==> config.mk <==
export PLATFORM = sky130hd
export DESIGN_NAME = ccu_snoop_ctrl
export DESIGN_NICKNAME = d
export VERILOG_FILES = /design/src/rtl/ccu_snoop_ctrl.sv
export SDC_FILE = /design/constraint.sdc
export NUM_CORES = 1
export LEC_CHECK = 0
export BUFFER_PORTS_ARGS = -buffer_cell sky130_fd_sc_hd__buf_2
export CORE_MARGIN = 1.5
export CORE_UTILIZATION = 45
export CTS_BUF_LIST = sky130_fd_sc_hd__clkbuf_8
export CTS_CLUSTER_SIZE = 8
export DETAILED_ROUTE_END_ITERATION = 10
export PLACE_DENSITY = 0.75
export SYNTH_ARGS = -nofsm -noshare
export SYNTH_HDL_FRONTEND = slang
export SYNTH_SLANG_ARGS = --single-unit
==> constraint.sdc <==
create_clock -name clk -period 2.6 [get_ports clk]
set_clock_uncertainty 0.15 [all_clocks]
set_input_delay 0.39 -clock clk [delete_from_list [all_inputs] [get_ports clk]]
set_output_delay 0.39 -clock clk [all_outputs]
set_load 0.1 [all_outputs]
==> src/rtl/ccu_snoop_ctrl.sv <==
// ccu_snoop_ctrl: core-0 coherence unit; snoops the peer, sources data from peer or memory,
// writes dirty peer data back and returns the word plus the new MESI state.
module ccu_snoop_ctrl #(
    parameter int ADDR_W        = 32,
    parameter int DATA_W        = 32,
    parameter int SNOOP_TIMEOUT = 16
) (
    input  logic              clk,
    input  logic              rst,
    input  logic              req_valid,
    input  logic              req_write,
    input  logic [ADDR_W-1:0] req_addr,
    input  logic [1:0]        req_state,
    output logic              ccu_busy,
    output logic              CCU_ready,
    output logic [DATA_W-1:0] data_out_CCU,
    output logic [1:0]        cache_upd_state_core,
    output logic              bs_req,
    output logic [ADDR_W-1:0] snoop_address,
    output logic [1:0]        snoop_type,
    input  logic              bs_resp,
    input  logic              snoop_hit,
    input  logic              snoop_dirty,
    input  logic [DATA_W-1:0] snoop_data,
    output logic              mem_rd,
    output logic              mem_wr,
    output logic [ADDR_W-1:0] mem_addr,
    output logic [DATA_W-1:0] mem_wdata,
    input  logic [DATA_W-1:0] mem_rdata,
    input  logic              mem_ack
);
    typedef enum logic [2:0] {IDLE, SNOOP, WB_MEM, MEM_RD, DONE} state_t;
    localparam logic [1:0] ST_I = 2'b00, ST_S = 2'b01, ST_E = 2'b10, ST_M = 2'b11;
    localparam logic [1:0] BUS_NONE = 2'b00, BUS_RD = 2'b01, BUS_RDX = 2'b10, BUS_UPGR = 2'b11;

    state_t            state_q, state_d;
    logic              busy_q, busy_d, write_q, write_d;
    logic [ADDR_W-1:0] addr_q, addr_d;
    logic [1:0]        rstate_q, rstate_d, type_q, type_d, nst_q, nst_d;
    logic [7:0]        cnt_q, cnt_d;
    logic [DATA_W-1:0] data_q, data_d;
    logic              ready_d, bs_req_d, mem_rd_d, mem_wr_d;
    logic [ADDR_W-1:0] snoop_address_d, mem_addr_d;
    logic [DATA_W-1:0] data_out_d, mem_wdata_d;
    logic [1:0]        snoop_type_d, upd_d;
    logic              hit, dirty;

    assign hit   = bs_resp & snoop_hit;
    assign dirty = bs_resp & snoop_hit & snoop_dirty;

    always_ff @(posedge clk) begin
        if (rst) begin
            state_q  <= IDLE;
            busy_q   <= 1'b0;
            write_q  <= 1'b0;
            addr_q   <= '0;
            rstate_q <= ST_I;
            type_q   <= BUS_NONE;
            nst_q    <= ST_I;
            cnt_q    <= '0;
            data_q   <= '0;
        end else begin
            state_q  <= state_d;
            busy_q   <= busy_d;
            write_q  <= write_d;
            addr_q   <= addr_d;
            rstate_q <= rstate_d;
            type_q   <= type_d;
            nst_q    <= nst_d;
            cnt_q    <= cnt_d;
            data_q   <= data_d;
        end
    end

    // IDLE with busy_q set is the decode cycle for the request latched on the previous edge
    always_comb begin
        state_d  = state_q;
        busy_d   = busy_q;
        write_d  = write_q;
        addr_d   = addr_q;
        rstate_d = rstate_q;
        type_d   = type_q;
        nst_d    = nst_q;
        cnt_d    = cnt_q;
        data_d   = data_q;
        case (state_q)
            IDLE: begin
                if (!busy_q && req_valid) begin
                    busy_d   = 1'b1;
                    write_d  = req_write;
                    addr_d   = req_addr;
                    rstate_d = req_state;
                end else if (busy_q) begin
                    cnt_d  = 8'(SNOOP_TIMEOUT);
                    data_d = '0;
                    if (rstate_q == ST_I) begin
                        state_d = SNOOP;
                        type_d  = write_q ? BUS_RDX : BUS_RD;
                    end else if (write_q && rstate_q == ST_S) begin
                        state_d = SNOOP;
                        type_d  = BUS_UPGR;
                    end else begin
                        state_d = DONE;
                        type_d  = BUS_NONE;
                        nst_d   = write_q ? ST_M : rstate_q;
                    end
                end
            end
            SNOOP: begin
                cnt_d = cnt_q - 8'd1;
                if (bs_resp || cnt_q == 8'd1) begin
                    if (type_q == BUS_UPGR) begin
                        state_d = DONE;
                        nst_d   = ST_M;
                    end else if (hit) begin
                        data_d  = snoop_data;
                        nst_d   = (type_q == BUS_RD) ? ST_S : ST_M;
                        state_d = (type_q == BUS_RD && dirty) ? WB_MEM : DONE;
                    end else begin
                        state_d = MEM_RD;
                        nst_d   = (type_q == BUS_RD) ? ST_E : ST_M;
                    end
                end
            end
            WB_MEM: state_d = mem_ack ? DONE : WB_MEM;
            MEM_RD: begin
                if (mem_ack) begin
                    data_d  = mem_rdata;
                    state_d = DONE;
                end
            end
            DONE: begin
                state_d = IDLE;
                busy_d  = 1'b0;
            end
            default: state_d = IDLE;
        endcase
    end

    always_comb begin
        bs_req_d        = state_d == SNOOP;
        snoop_type_d    = bs_req_d ? type_d : BUS_NONE;
        snoop_address_d = bs_req_d ? addr_d : '0;
        mem_rd_d        = state_d == MEM_RD;
        mem_wr_d        = state_d == WB_MEM;
        mem_addr_d      = (mem_rd_d || mem_wr_d) ? addr_d : '0;
        mem_wdata_d     = mem_wr_d ? data_d : '0;
        ready_d         = state_d == DONE;
        data_out_d      = ready_d ? data_d : '0;
        upd_d           = ready_d ? nst_d : ST_I;
    end

    always_ff @(posedge clk) begin
        if (rst) begin
            ccu_busy             <= 1'b0;
            CCU_ready            <= 1'b0;
            data_out_CCU         <= '0;
            cache_upd_state_core <= ST_I;
            bs_req               <= 1'b0;
            snoop_address        <= '0;
            snoop_type           <= BUS_NONE;
            mem_rd               <= 1'b0;
            mem_wr               <= 1'b0;
            mem_addr             <= '0;
            mem_wdata            <= '0;
        end else begin
            ccu_busy             <= busy_d;
            CCU_ready            <= ready_d;
            data_out_CCU         <= data_out_d;
            cache_upd_state_core <= upd_d;
            bs_req               <= bs_req_d;
            snoop_address        <= snoop_address_d;
            snoop_type           <= snoop_type_d;
            mem_rd               <= mem_rd_d;
            mem_wr               <= mem_wr_d;
            mem_addr             <= mem_addr_d;
            mem_wdata            <= mem_wdata_d;
        end
    end
endmodule

Yosys cells after proc, flatten, opt, wreduce, memory -nomap -nowiden
Cells that the tools add are included.
{"block": "word_totals", "regBits": 219, "in_bits": 106, "output_inout_bits": 137, "word_cells": 100}
{"block": "op_classes", "n_reduce_logical": 17, "bitwise_logic": 6, "muxes": 42, "n_eq_ne": 15, "add_sub_neg": 1}
{"op": "$mux 32", "n": 8}
{"op": "$pmux 32 s3", "n": 1}
{"op": "$mux 2", "n": 15}
{"op": "$mux 3", "n": 10}
{"op": "$mux 8", "n": 2}
{"op": "$pmux 8 s2", "n": 1}
{"op": "$eq 3x2->1 const B", "n": 4}
{"op": "$pmux 3 s4", "n": 1}
{"op": "$eq 8x1->1 const B", "n": 1}
{"op": "$reduce_or 2->1", "n": 4}
{"op": "$sub 8x1->8 const B", "n": 1}
{"op": "$eq 3x1->1 const B", "n": 2}
{"op": "$eq 3x3->1 const B", "n": 2}
{"op": "$ne 2x2->1 const B", "n": 3}
{"op": "$eq 2x1->1 const B", "n": 2}
{"op": "$not 1->1", "n": 4}
{"op": "$pmux 2 s2", "n": 1}
{"op": "$reduce_and 2->1", "n": 2}
{"op": "$reduce_bool 2->1", "n": 2}
{"op": "$logic_and 1x1->1", "n": 3}
{"op": "$logic_not 3->1", "n": 1}
{"op": "$reduce_and 3->1", "n": 1}
{"op": "$and 1x1->1", "n": 2}
{"op": "$eq 2x2->1 const B", "n": 1}
{"op": "5 further kinds", "n": 7}

Depth between registers and ports, before layout
Gate-level depths: netlist of the first run.
{"block": "logic_depth", "ltp_word": 12, "ltp_mapped": 8, "mapped_depth_nobuf": 6}

Worst setup path before layout of the first run
OpenSTA, ideal clock, no wires.
{"block": "synth_path", "path_kind": "flip-flop to flip-flop", "start": "register, netlist name ccu_busy", "end": "register snoop_address[4]", "period_less_slack_ns": 2.694, "setup_slack_ns": -0.094, "stages_incl_launch_ff": 7, "path_buffers": 2, "setup_ns": 0.088, "arrival_ns": 2.456, "required_ns": 2.362, "cell_sequence": "dfxtp_1 -> or4b_4 -> buf_6 -> o32ai_4 -> a31oi_4 -> buf_6 -> nor4_4"}
{"element": "to (signal assigned)", "line_no": "172", "source": "snoop_address <= snoop_address_d;"}
{"element": "to (decl)", "line_no": "19", "source": "output logic [ADDR_W-1:0] snoop_address,"}

Worst setup path after layout of the first run
{"block": "layout_path", "start": "register type_q[0]", "end": "register data_out_CCU[23]"}
{"block": "layout_via", "elab_chain_len": 10, "elab_cells_between_ends": 14, "classes_between": "eq/ne: 3; mux: 8; bitwise: 1; reduce/logical: 2"}
{"element": "from (decl)", "line_no": "39", "source": "logic [1:0] rstate_q, rstate_d, type_q, type_d, nst_q, nst_d;"}
{"element": "from (signal assigned)", "line_no": "68", "source": "type_q <= type_d;"}
{"element": "$eq 2x1->1", "line_no": "118", "source": "state_d = (type_q == BUS_RD && dirty) ? WB_MEM : DONE;"}
{"element": "$logic_and 1x1->1", "line_no": "118"}
{"element": "$mux 3", "line_no": "118"}
{"element": "$mux 3", "line_no": "115", "source": "end else if (hit) begin"}
{"element": "$mux 3", "line_no": "112", "source": "if (type_q == BUS_UPGR) begin"}
{"element": "$mux 3", "line_no": "111", "source": "if (bs_resp || cnt_q == 8'd1) begin"}
{"element": "$pmux 3 s4", "line_no": "86", "source": "case (state_q)"}
{"element": "$eq 3x3->1", "line_no": "148", "source": "ready_d = state_d == DONE;"}
{"element": "$not 1->1 (no line)"}
{"element": "$reduce_or 2->1 (no line)"}
{"element": "to (signal assigned)", "line_no": "169", "source": "data_out_CCU <= data_out_d;"}
{"element": "to (decl)", "line_no": "16", "source": "output logic [DATA_W-1:0] data_out_CCU,"}
Several ways; a longest one is shown, not always the timed one.
A chain may end at the register's enable or synchronous reset.

==> results of run 1 <==
==> sequential cells by signal (all words and copies together), names as in the netlist, 2 cells and up <==
signal,count
addr_q,32
data_out_CCU,32
rstate_q,2
mem_addr,32
snoop_address,32
snoop_type,2
state_q,3
mem_wdata,32
nst_q,2
type_q,2
cnt_q,8
data_q,32
cache_upd_state_core,2
==> critical path, delay by kind of cell, from the launching register on <==
kind,cells,cell delay [ps]
AOI/OAI and AO/OA,3,880
and+or+nand+nor,1,600
DFF,1,410
buffers and inverters,1,220
==> synth_stat cells, drive strengths merged, types with 2 or more instances <==
library cell and number:
ha 2, nor2b 20, o21ai 52, mux2i 67
inv 4, nor4 36, nand2b 5, a31oi 3
o211ai 2, a21oi 44, a2bb2oi 17, clkbuf 32
buf 33, a211oi 66, nor3 3, nand2 6
dfxtp 219, and2 3, nand3 2, xor2 4
nor2 88, nor3b 3, nor4b 16
==> through the flow <==
| step | hold WS [ps] | util (%) | cells |
|---|---|---|---|
| after floorplan | 302 | - | 747 |
| after global placement | 328 | 54.4 | 1171 |
| after detailed placement | 332 | 54.4 | 1171 |
| after CTS | 19.2 | 58.4 | 1230 |
| after global routing | 48.8 | 58.4 | 1230 |
| final | 50.8 | 58.4 | 1230 |
==> cells in the final DEF (no fill, tap or decap), drive strengths merged, types with 6 or more instances in the layout <==
master / count
buf: 264
dfxtp: 219
nor2: 88
mux2i: 67
a211oi: 66
o21ai: 52
clkbuf: 45
a21oi: 44
nor4: 36
nor2b: 20
a2bb2oi: 17
nor4b: 16
inv: 14
nand2: 6
==> layer usage <==
metal | vias up | global-route usage [%]
met5 | - | 0
met4 | 2 | 7.98
met3 | 36 | 7.46
met2 | 287 | 37.9
met1 | 3135 | 27.1
li1 | 3185 | -
==> cell type report <==
type / instances / area, sq um / area share (%)
Sequential cell: 219 / 4390 / 43.2
Multi-Input combinational cell: 459 / 3300 / 32.6
Timing Repair Buffer: 267 / 1490 / 14.7
Clock buffer: 45 / 619 / 6.11
Tap cell: 225 / 282 / 2.78
Clock inverter: 11 / 42.5 / 0.419
Inverter: 4 / 15.0 / 0.148
==> what timing repair did <==
item,4_1_cts,5_1_grt
buffers inserted,0,0
resized for setup,0,0
endpoints found under the hold margin,3,0
hold buffers,3,0
==> cell families (layout without fill, tap and decap cells) <==
logic type,after synthesis,after routing,synth area share (%)
flip-flops,219,219,54.7
AO/OA/AOI/OAI,198,198,16.8
AND/OR/NAND/NOR,186,186,14.9
buffers and inverters,69,327,4.22
multiplexers,68,68,8.51
XOR/XNOR,5,5,0.547
adder cells (fa/ha/maj),2,2,0.312
==> final timing paths <==
path	end	cells after the start	slack (ps)
setup reg to reg	data_out_CCU[23]$_SDFF_PP0_	5	250
setup / recovery	data_out_CCU[23]$_SDFF_PP0_	5	250
hold / removal	addr_q[23]$_SDFF_PP0_	3	50
hold reg to reg	cnt_q[7]$_SDFFE_PP0P_	2	340
==> report_power, final <==
part / internal [W] / switching, W / total, W
clock network: 0.00154 / 0.00124 / 0.00278
logic: 0.000477 / 0.00109 / 0.00156
registers: 0.00351 / 0.000104 / 0.00362
==> summary.txt, run 1 <==
Placement
  – Dpl hpwl: 13700 microns
  – Worst slack, placed: 280 ps
  – Port Buffers: 242
  – Placed instance area: 0.00945 sq mm
  – Placer congestion estimate: 0.831

Yosys
  – Top_reg_cell synth: dfxtp_1
  – Count of warnings emitted by yosys: 0
  – Synth top area cells: dfxtp_1 (55%), mux2i_1 (8.4%), a211oi_1 (6.2%)
  – Share of the synthesized area in the top cell type: 54.7%
  – Cell Area, Synth: 0.00801 sq mm
  – Post-synth cell types: 53
  – Number of synthesized flops with an enable pin: 0
  – Ys async rst share: 0%
  – Leading area contributor after synthesis: dfxtp_1
  – #FFs+latches synth: 219
  – Cell count after synthesis: 747
  – Syn Area/Cell: 10.7 sq um
  – Sequential area share after synthesis: 54.7%
  – Syn Nets: 855

Flow run
  – MaxCap Viol Count: 0

Final layout
  – Final Instance Area: 0.0101 sq mm
  – Layout cells sized above 1: 35.2%
  – Layout area overhead: 26.6%
  – Final #Nets: 1095
  – Fillers: 1505
  – Ant. Diodes: 0

Die
  – # rows: 48
  – Core area: 0.0174 sq mm
  – Starting Density: 46.2%
  – Width of the die: 136 microns
  – Ports: 243
  – Die area: 0.0186 sq mm
  – Chip Height: 136 microns

Worst setup path
  – CP Cell Sequence: and2_1 -> a21oi_1 -> o311a_2 -> buf_12 -> a211oi_1
  – Reg2reg start: type_q[0]$_SDFF_PP0_
  – Max incr delay on CP: 600 ps
  – CP Data Required Time: 2850 ps
  – Critical path peak fanout: 25
  – Crit path capture type: flop
  – Worst path slowest cell: and2_1
  – Path type of the worst setup path: flop to flop
  – WP data arrival: 2600 ps
  – Worst Setup SP: type_q[0]$_SDFF_PP0_
  – CP Launch Type: flop

Clocking
  – CTS tree: done
  – Root Buffer: clkbuf_8
  – Worst-path clk slew: 60 ps
  – H-tree depth: 2
  – Clk buf depth: 3
  – # clock sinks: 219
  – Worst-skew pair later-pin latency: 500 ps
  – CTS Buf Count: 36

Routing
  – M1 WL: 9020 microns
  – Routed vias: 6645
  – DRT antenna net count: 0
  – Final wirelength: 21500 microns
  – Post-route DRC: 0
  – Routed length per placed instance: 17.4 microns
  – Via-to-Cell Ratio: 5.40
  – WL met2: 9970 microns
  – DR iter-0 viols: 269
  – Max Used Layer: met5
  – Pre-antenna DRT Iters: 4
  – DR WL met3: 2090 microns

Global route
  – Vias in the first global route: 6588
  – GRT overflow: 0
  – Initial antenna violation count: 2
  – First-pass GRT wire length: 33300 microns
  – Largest net degree at the start of global routing: 77
  – Overall Global Routing Usage: 22.6%

STA
  – Crit path time final: 2350 ps
  – Final Hold Viols: 0
  – PnR worst setup slack: 254 ps
  – Setup TNS: 0 ps
  – Slew headroom: 36.3%
  – Fmax: 426 MHz
  – Setup Viol. Count Final: 0
  – Period utilization: 90.2%
  – RSZ-0062 raised after global routing: false
  – Worst-Margin Slew: 955 ps
  – Max Slew Vio Count: 0

Power
  – P_leak: 4.44 nW
  – Worst IR Drop VDD: 0.000451 V
  – Power, Total: 0.00796 W
  – Power Dens Cells: 785 mW/mm^2

Min path
  – Worst Hold Class: primary input to flop
  – HP Start: req_addr[23]

Status
  – Status: complete, no violations
(Power assumes the default switching activity.)
==> inputs of run 2 (changes only) <==
--- a/config.mk
+++ b/config.mk
@@ -6,12 +6,11 @@
 export NUM_CORES = 1
 export LEC_CHECK = 0
 export BUFFER_PORTS_ARGS = -buffer_cell sky130_fd_sc_hd__buf_2
-export CORE_MARGIN = 1.5
-export CORE_UTILIZATION = 45
+export CORE_UTILIZATION = 40
 export CTS_BUF_LIST = sky130_fd_sc_hd__clkbuf_8
 export CTS_CLUSTER_SIZE = 8
 export DETAILED_ROUTE_END_ITERATION = 10
-export PLACE_DENSITY = 0.75
+export PLACE_DENSITY = 0.69
 export SYNTH_ARGS = -nofsm -noshare
 export SYNTH_HDL_FRONTEND = slang
 export SYNTH_SLANG_ARGS = --single-unit
==> run 2 against run 1 <==
Against the previous run:
- sequential power hardly changed
- critical path depth is 2 higher
- via count barely moved
- critical endpoint is now data_out_CCU[22]$_SDFF_PP0_
==> summary.txt, run 2 (same netlist as run 1, synthesis figures left out) <==
Worst setup path
  – WP data arrival: 2660 ps (+60 ps)
  – CP Data Required Time: 2870 ps (+20 ps)
  – CP Cell Sequence: inv_1 -> ha_1 -> nor3b_1 -> a21oi_2 -> o311a_1 -> buf_4 -> a211oi_1
  – Path type of the worst setup path: flop to flop
  – Worst path slowest cell: o311a_1
  – Max incr delay on CP: 550 ps (-50 ps)
  – WP buf/inv: 2 (+1)
  – Crit path capture type: flop
  – CP Launch Type: flop
  – CP top delay family: compound AO/OA/AOI/OAI gates
  – Critical path peak fanout: 18 (-28%)

Global route
  – Initial antenna violation count: 2 (unchanged)
  – GRT overflow: 0 (unchanged)
  – First-pass GRT wire length: 34300 microns (+2.9%)
  – Overall Global Routing Usage: 21.4% (-1.2 points)
  – Largest net degree at the start of global routing: 77 (unchanged)
  – Vias in the first global route: 6573 (-0.23%)

Routing
  – Routed length per placed instance: 17.3 microns (-0.55%)
  – Post-route DRC: 0 (unchanged)
  – DR iter-0 viols: 281 (+4.5%)
  – DRT antenna net count: 0 (unchanged)
  – Via-to-Cell Ratio: 5.18 (-4.2%)
  – Pre-antenna DRT Iters: 4 (unchanged)
  – Routed vias: 6647 (+0.030%)
  – Final wirelength: 22300 microns (+3.8%)

Clocking
  – Post-CTS sizing: 0 (unchanged)
  – Worst-skew pair later-pin latency: 510 ps (about the same)
  – Post-CTS setup repair buffer count: 0 (unchanged)
  – H-tree depth: 2 (unchanged)
  – Worst-path clk slew: 60 ps (about the same)
  – # clock sinks: 219 (unchanged)
  – Clk buf depth: 3 (unchanged)
  – CTS Buf Count: 37 (+2.8%)
  – Root Buffer: clkbuf_8
  – Hold_buf cts: 5 (+2)
  – CTS tree: done

STA
  – Worst-Margin Slew: 983 ps (+28.0 ps)
  – Final Hold Viols: 0 (unchanged)
  – Slew headroom: 34.4% (-1.9 points)
  – Period utilization: 92.2% (+1.9 points)
  – Setup Viol. Count Final: 0 (unchanged)
  – Crit path time final: 2400 ps (+50.0 ps)
  – Fmax: 417 MHz (-2.1%)
  – RSZ-0062 raised after global routing: false
  – Setup TNS: 0 ps (unchanged)
  – Max Slew Vio Count: 0 (unchanged)

Die
  – Die area: 0.0206 sq mm (+11%)
  – Width of the die: 144 microns (+5.2%)
  – Core area: 0.0195 sq mm (+13%)
  – Chip Height: 144 microns (+5.2%)
  – Starting Density: 41.0% (-5.1 points)
  – Ports: 243 (unchanged)
  – # rows: 51 (+6.3%)

Final layout
  – Fillers: 1793 (+19%)
  – Leading cell type in the layout, fill and taps excluded: buf_2
  – Final #Nets: 1103 (+0.73%)
  – Layout area overhead: 28.9%
  – Final Instance Area: 0.0103 sq mm (+1.8%)
  – Commonest non-fill, non-tap cells in the layout: buf_2 (242), dfxtp_1 (218), nor2_1 (88)
  – Layout cells sized above 1: 35.5% (+0.24 points)
  – Final Util: 52.9% (-5.5 points)

Power
  – Clock power frac: 37.4% (+2.5 points)
  – Int Pwr: 0.00579 W (+4.7%)
  – Sw frac: 30.5% (-0.12 points)
  – P_leak: 4.51 nW (+1.7%)
  – Sw power: 0.00254 W (+4.2%)
  – Combinational power share: 19.2% (-0.4 points)
  – Seq pwr share: 43.4% (-2.0 points)
  – Power Dens Cells: 806 mW/mm^2 (+2.7%)
  – Worst IR Drop VDD: 0.000460 V (+2.0%)

Placement
  – Placer congestion estimate: 0.812 (-2.3%)
  – Dpl hpwl: 14200 microns (+3.2%)
  – Placed instance area: 0.00952 sq mm (+0.78%)
  – Port Buffers: 242 (unchanged)

Status
  – Status: complete, no violations

Min path
  – Worst Hold Class: primary input to flop

Flow run
  – MaxCap Viol Count: 0 (unchanged)
==> run 2: changes by cell type in the layout (fill, tap and decap cells not counted), sizes merged <==
cell	delta
inv	+4
buf	+5
dlygate4sd3	+2
bufinv	+2
clkbuf	+1
diode	+1
clkinv	-1
==> run 2: tightest hold or removal path, stage by stage <==
cell and delay (ps):
buf_2 80, a2bb2oi_1 80, a21oi_1 110
==> run 2: power groups by stage <==
stage / combinational [W] / clock [W] / sequential (W)
2_1_floorplan: 0.000845 / 0 / 0.00400
3_3_place_gp: 0.00158 / 0 / 0.00368
3_5_place_dp: 0.00159 / 0 / 0.00369
4_1_cts: 0.00160 / 0.00319 / 0.00361
5_1_grt: 0.00170 / 0.00334 / 0.00363
6_report: 0.00160 / 0.00311 / 0.00362
==> run 2: path summary, 6_finish.rpt <==
kind	startpoint	endpoint	slack (ps)	depth (start not counted)
setup / recovery	cnt_q[1]$_SDFFE_PP0P_	data_out_CCU[22]$_SDFF_PP0_	200	7
hold / removal	snoop_data[14]	data_q[14]$_SDFF_PP0_	40	3
setup reg to reg	cnt_q[1]$_SDFFE_PP0P_	data_out_CCU[22]$_SDFF_PP0_	200	7
hold reg to reg	cnt_q[7]$_SDFFE_PP0P_	cnt_q[7]$_SDFFE_PP0P_	340	2
==> run 2: metrics by stage <==
step	instances	power, W	hold slack (ps)	worst slack (ps)
floorplan	747	0.00485	302	256
global placement	1216	0.00526	328	321
detailed placement	1216	0.00527	324	233
CTS	1283	0.00840	4.07	221
global route	1283	0.00868	19.4	39.7
finish	1284	0.00832	40.5	204
==> run 2: final cells by class <==
cell class	count	area, sq um	area share [%]
Tap cell	265	332	3.21
Antenna cell	1	2.50	0.0242
Timing Repair Buffer	274	1540	14.9
Sequential cell	219	4390	42.5
Clock buffer	46	633	6.13
Inverter	4	15.0	0.145
Clock inverter	16	118	1.14
Multi-Input combinational cell	459	3300	32.0
==> run 2: routing by layer <==
layer / track usage [%] / vias to the layer above / share of wire [%]
met3: 8.40 / 36 / 10
li1: - / 3213 / -
met1: 26.1 / 3131 / 43
met4: 6.27 / 2 / 1.5
met2: 34.8 / 265 / 46
met5: 0 / - / 0.058
